[config.mk]
export PLATFORM = sky130hd
export DESIGN_NAME = asic_scan_regbank_flat
export DESIGN_NICKNAME = d
export VERILOG_FILES = /design/src/rtl/asic_scan_regbank_if.sv /design/src/rtl/asic_scan_regbank.sv /design/src/flat_wrapper.sv
export SDC_FILE = /design/constraint.sdc
export NUM_CORES = 1
export LEC_CHECK = 0
export CORE_MARGIN = 1
export CORE_UTILIZATION = 30
export DETAILED_ROUTE_END_ITERATION = 8
export REMOVE_ABC_BUFFERS = 1
export SYNTH_ARGS = -nofsm -noshare
export SYNTH_HDL_FRONTEND = slang
export SYNTH_SLANG_ARGS = --single-unit
[constraint.sdc]
create_clock -name clk -period 1.11 [get_ports clk]
set_input_delay 0.222 -clock clk [delete_from_list [all_inputs] [get_ports clk]]
set_output_delay 0.222 -clock clk [all_outputs]
set_load 0.01 [all_outputs]
[src/rtl/asic_scan_regbank_if.sv]
// ----------------------------------------------------------------------------
// asic_scan_regbank_if
//
// Bundles the functional, scan and shift-tracker signals of asic_scan_regbank.
// Clock and reset stay as plain ports on the module.
//
// Parameters
//   N       total register width
//   CHAINS  number of scan chains (chain length L = N/CHAINS)
//
// Signals
//   d          [N]       functional data
//   en         [1]       functional load enable
//   se         [1]       scan enable (shift mode)
//   si         [CHAINS]  scan in, one bit per chain
//   q          [N]       register contents
//   so         [CHAINS]  scan out, one bit per chain
//   shift_cnt  [CW]      consecutive-shift count, CW = $clog2(L)
//   shift_done [1]       one-cycle pulse after L consecutive shifts
//
// Modports
//   master  drives d/en/se/si, observes the outputs (test controller, bench)
//   slave   the register bank itself
// ----------------------------------------------------------------------------
interface asic_scan_regbank_if #(
    parameter int N      = 16,
    parameter int CHAINS = 2
);
    localparam int L  = N / CHAINS;
    localparam int CW = $clog2(L);

    logic [N-1:0]      d;
    logic              en;
    logic              se;
    logic [CHAINS-1:0] si;
    logic [N-1:0]      q;
    logic [CHAINS-1:0] so;
    logic [CW-1:0]     shift_cnt;
    logic              shift_done;

    modport master (
        output d, en, se, si,
        input  q, so, shift_cnt, shift_done
    );

    modport slave (
        input  d, en, se, si,
        output q, so, shift_cnt, shift_done
    );
endinterface

[src/rtl/asic_scan_regbank.sv]
// ----------------------------------------------------------------------------
// asic_scan_regbank
//
// Parametrised bank of positive-edge D flops with mux-scan. The N bits are cut
// into CHAINS independent scan chains of length L = N/CHAINS. Chain c owns
// q[c*L +: L]; si[c] enters at bit c*L, data moves toward the MSB and so[c] is
// the chain's top bit q[c*L+L-1]. A shift-progress tracker counts consecutive
// shift cycles and pulses shift_done when a full chain has been unloaded.
//
// Per posedge the priority is: scan shift (se) > functional load (en) > hold.
// nreset clears every flop asynchronously and overrides everything else.
//
// Parameters
//   N       total register width, multiple of CHAINS
//   CHAINS  number of scan chains, chain length L = N/CHAINS must be >= 2
//   PROP    implementation property string, passed through to cells
//
// Ports
//   clk     clock, all functional state updates on posedge
//   nreset  asynchronous active-low reset
//   bus     asic_scan_regbank_if.slave: d, en, se, si in; q, so, shift_cnt,
//           shift_done out
//
// Configuration macro ASIC_SCAN_LOCKUP_EN
//   defined   : so[c] comes from a negedge lockup flop per chain, giving half a
//               cycle of hold margin toward the next scan segment.
//   undefined : so[c] is the chain's top q bit directly; no negedge logic.
// ----------------------------------------------------------------------------
module asic_scan_regbank #(
    parameter int    N      = 16,
    parameter int    CHAINS = 2,
    parameter string PROP   = "DEFAULT"
) (
    input  logic               clk,
    input  logic               nreset,
    asic_scan_regbank_if.slave bus
);
    localparam int L  = N / CHAINS;
    localparam int CW = $clog2(L);

    // Reject geometries the chain slicing cannot represent.
    if ((N % CHAINS) != 0 || L < 2 || PROP == "") begin : g_bad_cfg
        $error("asic_scan_regbank: N must be a multiple of CHAINS with N/CHAINS >= 2");
    end

    logic [N-1:0]      q_r;
    logic [N-1:0]      q_nxt;
    logic [CW-1:0]     cnt_r;
    logic [CW-1:0]     cnt_nxt;
    logic              done_r;
    logic              done_nxt;
    logic [CHAINS-1:0] tail;

    // ------------------------------------------------------------------
    // Data path next value: shift, load or hold.
    // ------------------------------------------------------------------
    always_comb begin
        // NOTE: defaulting to the held value first means every path assigns
        // q_nxt, so no latch is inferred for the implicit hold case.
        q_nxt = q_r;
        if (bus.se) begin
            for (int c = 0; c < CHAINS; c++) begin
                q_nxt[c*L +: L] = {q_r[c*L +: L-1], bus.si[c]};
            end
        end else if (bus.en) begin
            q_nxt = bus.d;
        end
    end

    // ------------------------------------------------------------------
    // Shift tracker next state. Any non-shift edge discards a partial count,
    // so only an unbroken run of L shifts produces a pulse.
    // ------------------------------------------------------------------
    always_comb begin
        cnt_nxt  = '0;
        done_nxt = 1'b0;
        if (bus.se) begin
            if (cnt_r == CW'(L - 1)) begin
                done_nxt = 1'b1;
            end else begin
                cnt_nxt = cnt_r + CW'(1);
            end
        end
    end

    // ------------------------------------------------------------------
    // State register.
    // ------------------------------------------------------------------
    always_ff @(posedge clk or negedge nreset) begin
        // NOTE: sequential state uses non-blocking assignments so every flop
        // samples pre-edge values regardless of statement order.
        if (!nreset) begin
            q_r    <= '0;
            cnt_r  <= '0;
            done_r <= 1'b0;
        end else begin
            q_r    <= q_nxt;
            cnt_r  <= cnt_nxt;
            done_r <= done_nxt;
        end
    end

    // ------------------------------------------------------------------
    // Outputs: all registered, no path from inputs.
    // ------------------------------------------------------------------
    always_comb begin
        tail = '0;
        for (int c = 0; c < CHAINS; c++) begin
            tail[c] = q_r[c*L + L - 1];
        end
    end

`ifdef ASIC_SCAN_LOCKUP_EN
    // Lockup flops: re-time each chain tail onto the falling edge so the next
    // segment sees so change half a cycle after q.
    logic [CHAINS-1:0] so_r;

    always_ff @(negedge clk or negedge nreset) begin
        if (!nreset) begin
            so_r <= '0;
        end else begin
            so_r <= tail;
        end
    end

    assign bus.so = so_r;
`else
    assign bus.so = tail;
`endif

    assign bus.q          = q_r;
    assign bus.shift_cnt  = cnt_r;
    assign bus.shift_done = done_r;

endmodule

[src/flat_wrapper.sv]
// flat-port wrapper written by rule: the top's interface ports become plain ports
module asic_scan_regbank_flat 
#(
    parameter int    N      = 16,
    parameter int    CHAINS = 2,
    parameter string PROP   = "       "
)
  (clk, nreset, bus_d, bus_en, bus_se, bus_si, bus_q, bus_so, bus_shift_cnt, bus_shift_done);
  asic_scan_regbank_if #(.N(N), .CHAINS(CHAINS)) bus_i ();
  input  logic clk;
  input  logic nreset;
  input wire logic [$bits(bus_i.d)-1:0] bus_d;
  input wire logic [$bits(bus_i.en)-1:0] bus_en;
  input wire logic [$bits(bus_i.se)-1:0] bus_se;
  input wire logic [$bits(bus_i.si)-1:0] bus_si;
  output wire logic [$bits(bus_i.q)-1:0] bus_q;
  output wire logic [$bits(bus_i.so)-1:0] bus_so;
  output wire logic [$bits(bus_i.shift_cnt)-1:0] bus_shift_cnt;
  output wire logic [$bits(bus_i.shift_done)-1:0] bus_shift_done;
  assign bus_i.d = bus_d;
  assign bus_i.en = bus_en;
  assign bus_i.se = bus_se;
  assign bus_i.si = bus_si;
  assign bus_q = bus_i.q;
  assign bus_so = bus_i.so;
  assign bus_shift_cnt = bus_i.shift_cnt;
  assign bus_shift_done = bus_i.shift_done;
  asic_scan_regbank #(.N(N), .CHAINS(CHAINS), .PROP(PROP)) u_core (.clk(clk), .nreset(nreset), .bus(bus_i));
endmodule
Word level (Yosys, flattened, before mapping):

Index checks and enable logic that the tools add are counted.

* add/subtract/negate cells: 1
* multiply operators: 0
* divide/modulo/power cells: 0
* $lt $le $gt $ge: 0
* equality and inequality tests: 1
* shift-type cells: 0
* mux-type cells: 6
* bitwise gates (word level): 0
* reductions and logical operators: 1

Operator list (number)
* 2-to-1 mux 16 bit: 2
* 2-to-1 mux 3 bit: 2
* adder 3 x 1 -> 3 bit, second input constant: 1
* equality test 3 bit, second input constant: 1
* 2-to-1 mux 1 bit: 2
* nonzero test 2 bit: 1

* register bits: 20
* latch bits: 0
* RAM bits: 0
* bits in read-only memories: 0
* input bits: 22
* output and inout bits: 22
* word-level logic and storage cells: 12
* memories kept: 0

Logic depth before layout (Yosys ltp):

* depth in word-level cells: 3
* mapped depth: 4

Worst setup path before layout:

No wires, ideal clock.

* path type: reg-to-reg
* start: register u_core.cnt_r[0], in the netlist u_core.bus.shift_cnt[0]
* end: register u_core.cnt_r[2], in the netlist u_core.bus.shift_cnt[2]
* arrival: 1004 ps
* path slack: -13 ps
* stages on the path, launching flop included: 4
* buffers on the path: 0
* clock period less this slack: 1123 ps
* path through: dfrtp_1 > ha_1 > ha_1 > and2_1

* cells in the longest elaborated chain, start to end: 3
* elaborated cells between the ends (all ways): 4
* classes of those cells: 1 x add/sub; 1 x eq/ne; 2 x mux

Ends and longest elaborated chain
* start: declaration: RTL line asic_scan_regbank.sv:48 `logic [CW-1:0] cnt_r;`
* start signal: assignment: RTL line asic_scan_regbank.sv:98 `cnt_r <= cnt_nxt;`
* adder 3 x 1 -> 3 bit or equality test 3 bit (tied branches): RTL line asic_scan_regbank.sv:81, asic_scan_regbank.sv:78
* 2-to-1 mux 3 bit *: RTL line asic_scan_regbank.sv:78 `if (cnt_r == CW'(L - 1)) begin`
* 2-to-1 mux 3 bit *: RTL line asic_scan_regbank.sv:77 `if (bus.se) begin`
* named net u_core.cnt_nxt[2]: RTL line asic_scan_regbank.sv:49 `logic [CW-1:0] cnt_nxt;`

The timed path passes the listed nets; every way through them passes the cells marked *.
A chain may end at the register's enable or synchronous reset.

Worst setup path in the final report:

* start: register u_core.q_r[15], in the netlist u_core.bus.q[15]
* end: output bus_q[15]

RTL lines
* start: declaration: RTL line asic_scan_regbank.sv:46 `logic [N-1:0] q_r;`
* start signal: assignment: RTL line asic_scan_regbank.sv:97 `q_r <= q_nxt;`
* end: declaration: RTL line flat_wrapper.sv:16 `output wire logic [$bits(bus_i.q)-1:0] bus_q;`

No word-level cell between the ends.

==> flow_summary.rst <==
.. list-table::
   :header-rows: 1

   * - Metric
     - Value
   * - Diodes inserted
     - 0
   * - Syn_area_per_cell
     - 11.3 µm²
   * - HPWL after detailed placement
     - 1600 µm
   * - Shortest clock period the worst path allows after layout
     - 1.14 ns
   * - Port Buf Inserts
     - 43
   * - Setup violation total in the final timing report
     - 1
   * - Endpoint required time on the critical path
     - 0.89 ns
   * - Area of the die
     - 0.00331 mm²
   * - Highest achievable clock rate
     - 879 MHz
   * - Cell area after synthesis
     - 925 µm²
   * - Compound-gate portion of the synthesized area
     - 9.07%
   * - Worst Setup Path Type
     - flip-flop to primary output
   * - Outcome
     - finished, violations left
   * - Clk root buf
     - sky130_fd_sc_hd__clkbuf_4
   * - Path type of the worst min-delay path
     - input pin to asynchronous set/reset pin
   * - Core Box Area
     - 0.00283 mm²
   * - Total number of placement rows
     - 19
   * - Synthesized-area fraction occupied by xor and xnor cells
     - 0%
   * - Area share of fa/ha/maj cells after synthesis
     - 2.71%
   * - Capturing element type of the critical path
     - primary output
   * - Worst-case clock buffer depth
     - 2
   * - Count of placed standard cells including taps
     - 165
   * - Tightest Pin Transition
     - 0.158 ns
   * - Largest fanout on the critical path
     - 2
   * - Growth of design area from synthesis to finish
     - 59.3%
   * - Total negative slack for setup checks
     - -0.0278 ns
   * - Overall die width
     - 57.5 µm
   * - Top-level port count
     - 44
   * - Power density over cell area
     - 1170 mW/mm²
   * - Number of hold violations in the final report
     - 0
   * - Number of vias per cell
     - 4.56
   * - Layout Nets
     - 169
   * - Static power due to leakage
     - 0.755 nW
   * - Fin. max-slew vios
     - 0
   * - Post-route total power
     - 1.73 mW
   * - Post-synthesis cell type count
     - 15
   * - First-pass GRT wire length
     - 3550 µm
   * - Leading cell types in the layout, fill and taps excluded
     - sky130_fd_sc_hd__clkdlybuf4s50_1 (21), sky130_fd_sc_hd__buf_2 (21), sky130_fd_sc_hd__dfrtp_1 (20)
   * - WL per Instance
     - 12.8 µm
   * - Data arrival time of the critical path
     - 0.92 ns
   * - Post-route worst setup slack
     - -0.0278 ns
   * - Violated checks
     - design-rule violations, negative setup slack
   * - Share of final-layout standard cells stronger than drive strength 1
     - 37.1%
   * - Core utilization of the finished layout
     - 52.1%
   * - Share of the clock period used by the worst path
     - 103%
   * - Number of nets with antenna violations after routing
     - 0
   * - Initial antenna violation count
     - 0
   * - Detailed-route wire length
     - 2230 µm
   * - Total track usage
     - 14.2%
   * - First drt pass iteration count
     - 6
   * - CTS tree
     - done
   * - Vias in the first global route
     - 774
   * - Final RePlAce weighted congestion
     - 0.712
   * - RSZ-0062 raised after global routing
     - yes
   * - Number of max-capacitance violations reported
     - 0
   * - Startpoint Class
     - flip-flop
   * - Clock-pin slew on the worst setup and hold paths
     - 0.11 ns
   * - Die height
     - 57.5 µm
   * - Synth Area in Simple Gates
     - 9.61%
   * - Cells after synthesis
     - 82
   * - Worst clock skew
     - 0.00568 ns
   * - Largest family of logic cells by synthesized area
     - multiplexers
   * - GRT Residual Overflow
     - 0
   * - Clock sink count
     - 20
   * - Peak ir drop on the vdd network
     - 0.655 mV
   * - Max-slew headroom
     - 89.2%
   * - Multiplexer area fraction after synthesis
     - 17.3%
   * - Num CTS Buffers
     - 3
   * - Synthesis-stage register bit count
     - 20
   * - Largest net degree at the start of global routing
     - 25
   * - Residual DRC
     - 6
   * - H-tree depth reported by CTS
     - 1
   * - Number of design-rule violations left by the first detailed-router iteration
     - 28
   * - Seq/Total Area, Yosys
     - 54.1%
   * - Total via count after detailed routing
     - 794
   * - Initial Utilization
     - 32.7%
   * - Count of warnings emitted by yosys
     - 0
   * - Number of standard cells in the layout, taps in and fillers out
     - 174
   * - Clock insertion delay at the later pin of the skew report
     - 0.29 ns
## cells by family (layout without fill, tap and decap cells)
logic type	count (synthesis)	count (layout)
buffers and inverters	8	69
multiplexers	16	16
AND/OR/NAND/NOR	20	20
flip-flops	20	20
AO/OA/AOI/OAI	16	16
adder cells (fa/ha/maj)	2	2
## stage by stage
step | hold slack (ns) | setup slack, ns | instance area, µm²
finish | 0.258 | -0.0278 | 1470
global route | 0.270 | -0.0728 | 1470
CTS | 0.261 | -0.0506 | 1460
detailed placement | 0.459 | -0.233 | 1490
global placement | 0.456 | -0.208 | 1490
floorplan | -0.0736 | -0.0134 | 858
## flip-flops by register name (all words and copies together), names as in the netlist
signal / flops
u_core.bus.q: 16
u_core.bus.shift_cnt: 3
u_core.bus.shift_done: 1
## worst max-delay path, stage by stage, from the launching register on
cell and delay, ns:
sky130_fd_sc_hd__dfrtp_1 0.40, sky130_fd_sc_hd__buf_6 0.12, sky130_fd_sc_hd__buf_6 0.11
## Yosys cell counts, drive strengths merged
library cell | n | area share [%]
nand2 | 16 | 6.5
dfrtp | 20 | 54
and3b | 1 | 0.95
clkbuf | 1 | 0.54
nor3b | 1 | 0.81
and2 | 2 | 1.4
mux2i | 16 | 17
ha | 2 | 2.7
buf | 7 | 6.6
o21ai | 16 | 9.1
## metal layers
metal | share of wire (%) | track usage [%]
met3 | 9.3 | 2.72
met4 | 1.0 | 6.27
met5 | 0 | 0
met1 | 43 | 18.2
met2 | 46 | 23.1
## final timing paths
path,from,endpoint,slack (ns),cells past startpoint
setup / recovery,u_core.bus.q[15],bus_q[15],-0.03,2
setup reg to reg,u_core.bus.shift_cnt[1],u_core.bus.shift_cnt[2],0.03,3
hold / removal,nreset,u_core.bus.q[4],0.26,2
max in group asynchronous,nreset,u_core.bus.q[6],0.71,2
min in group clk,bus_si[0],u_core.bus.q[0],0.48,3
hold reg to reg,u_core.bus.q[1],u_core.bus.q[2],0.54,2
## power by group
group	switching, mW	total (mW)	internal (mW)
logic	0.228	0.548	0.320
registers	0.0402	0.847	0.807
clock network	0.207	0.333	0.126
total	0.475	1.73	1.25
## area by class of cell
class                           count  area, µm²
Sequential cell                    20        500
Tap cell                           31       38.8
Clock buffer                        3       22.5
Timing Repair Buffer               66        541
Multi-Input combinational cell     54        370
Fill cell                         275       1360
## what timing repair did
item | CTS | global route
cloned | 0 | 0
setup buffers | 5 | 1
endpoints found under the setup margin | 23 | 3
gates resized for setup | 91 | 3
hold buffers | 0 | 0
pin swaps | 0 | 1
Power figures use the tool's default switching activity.
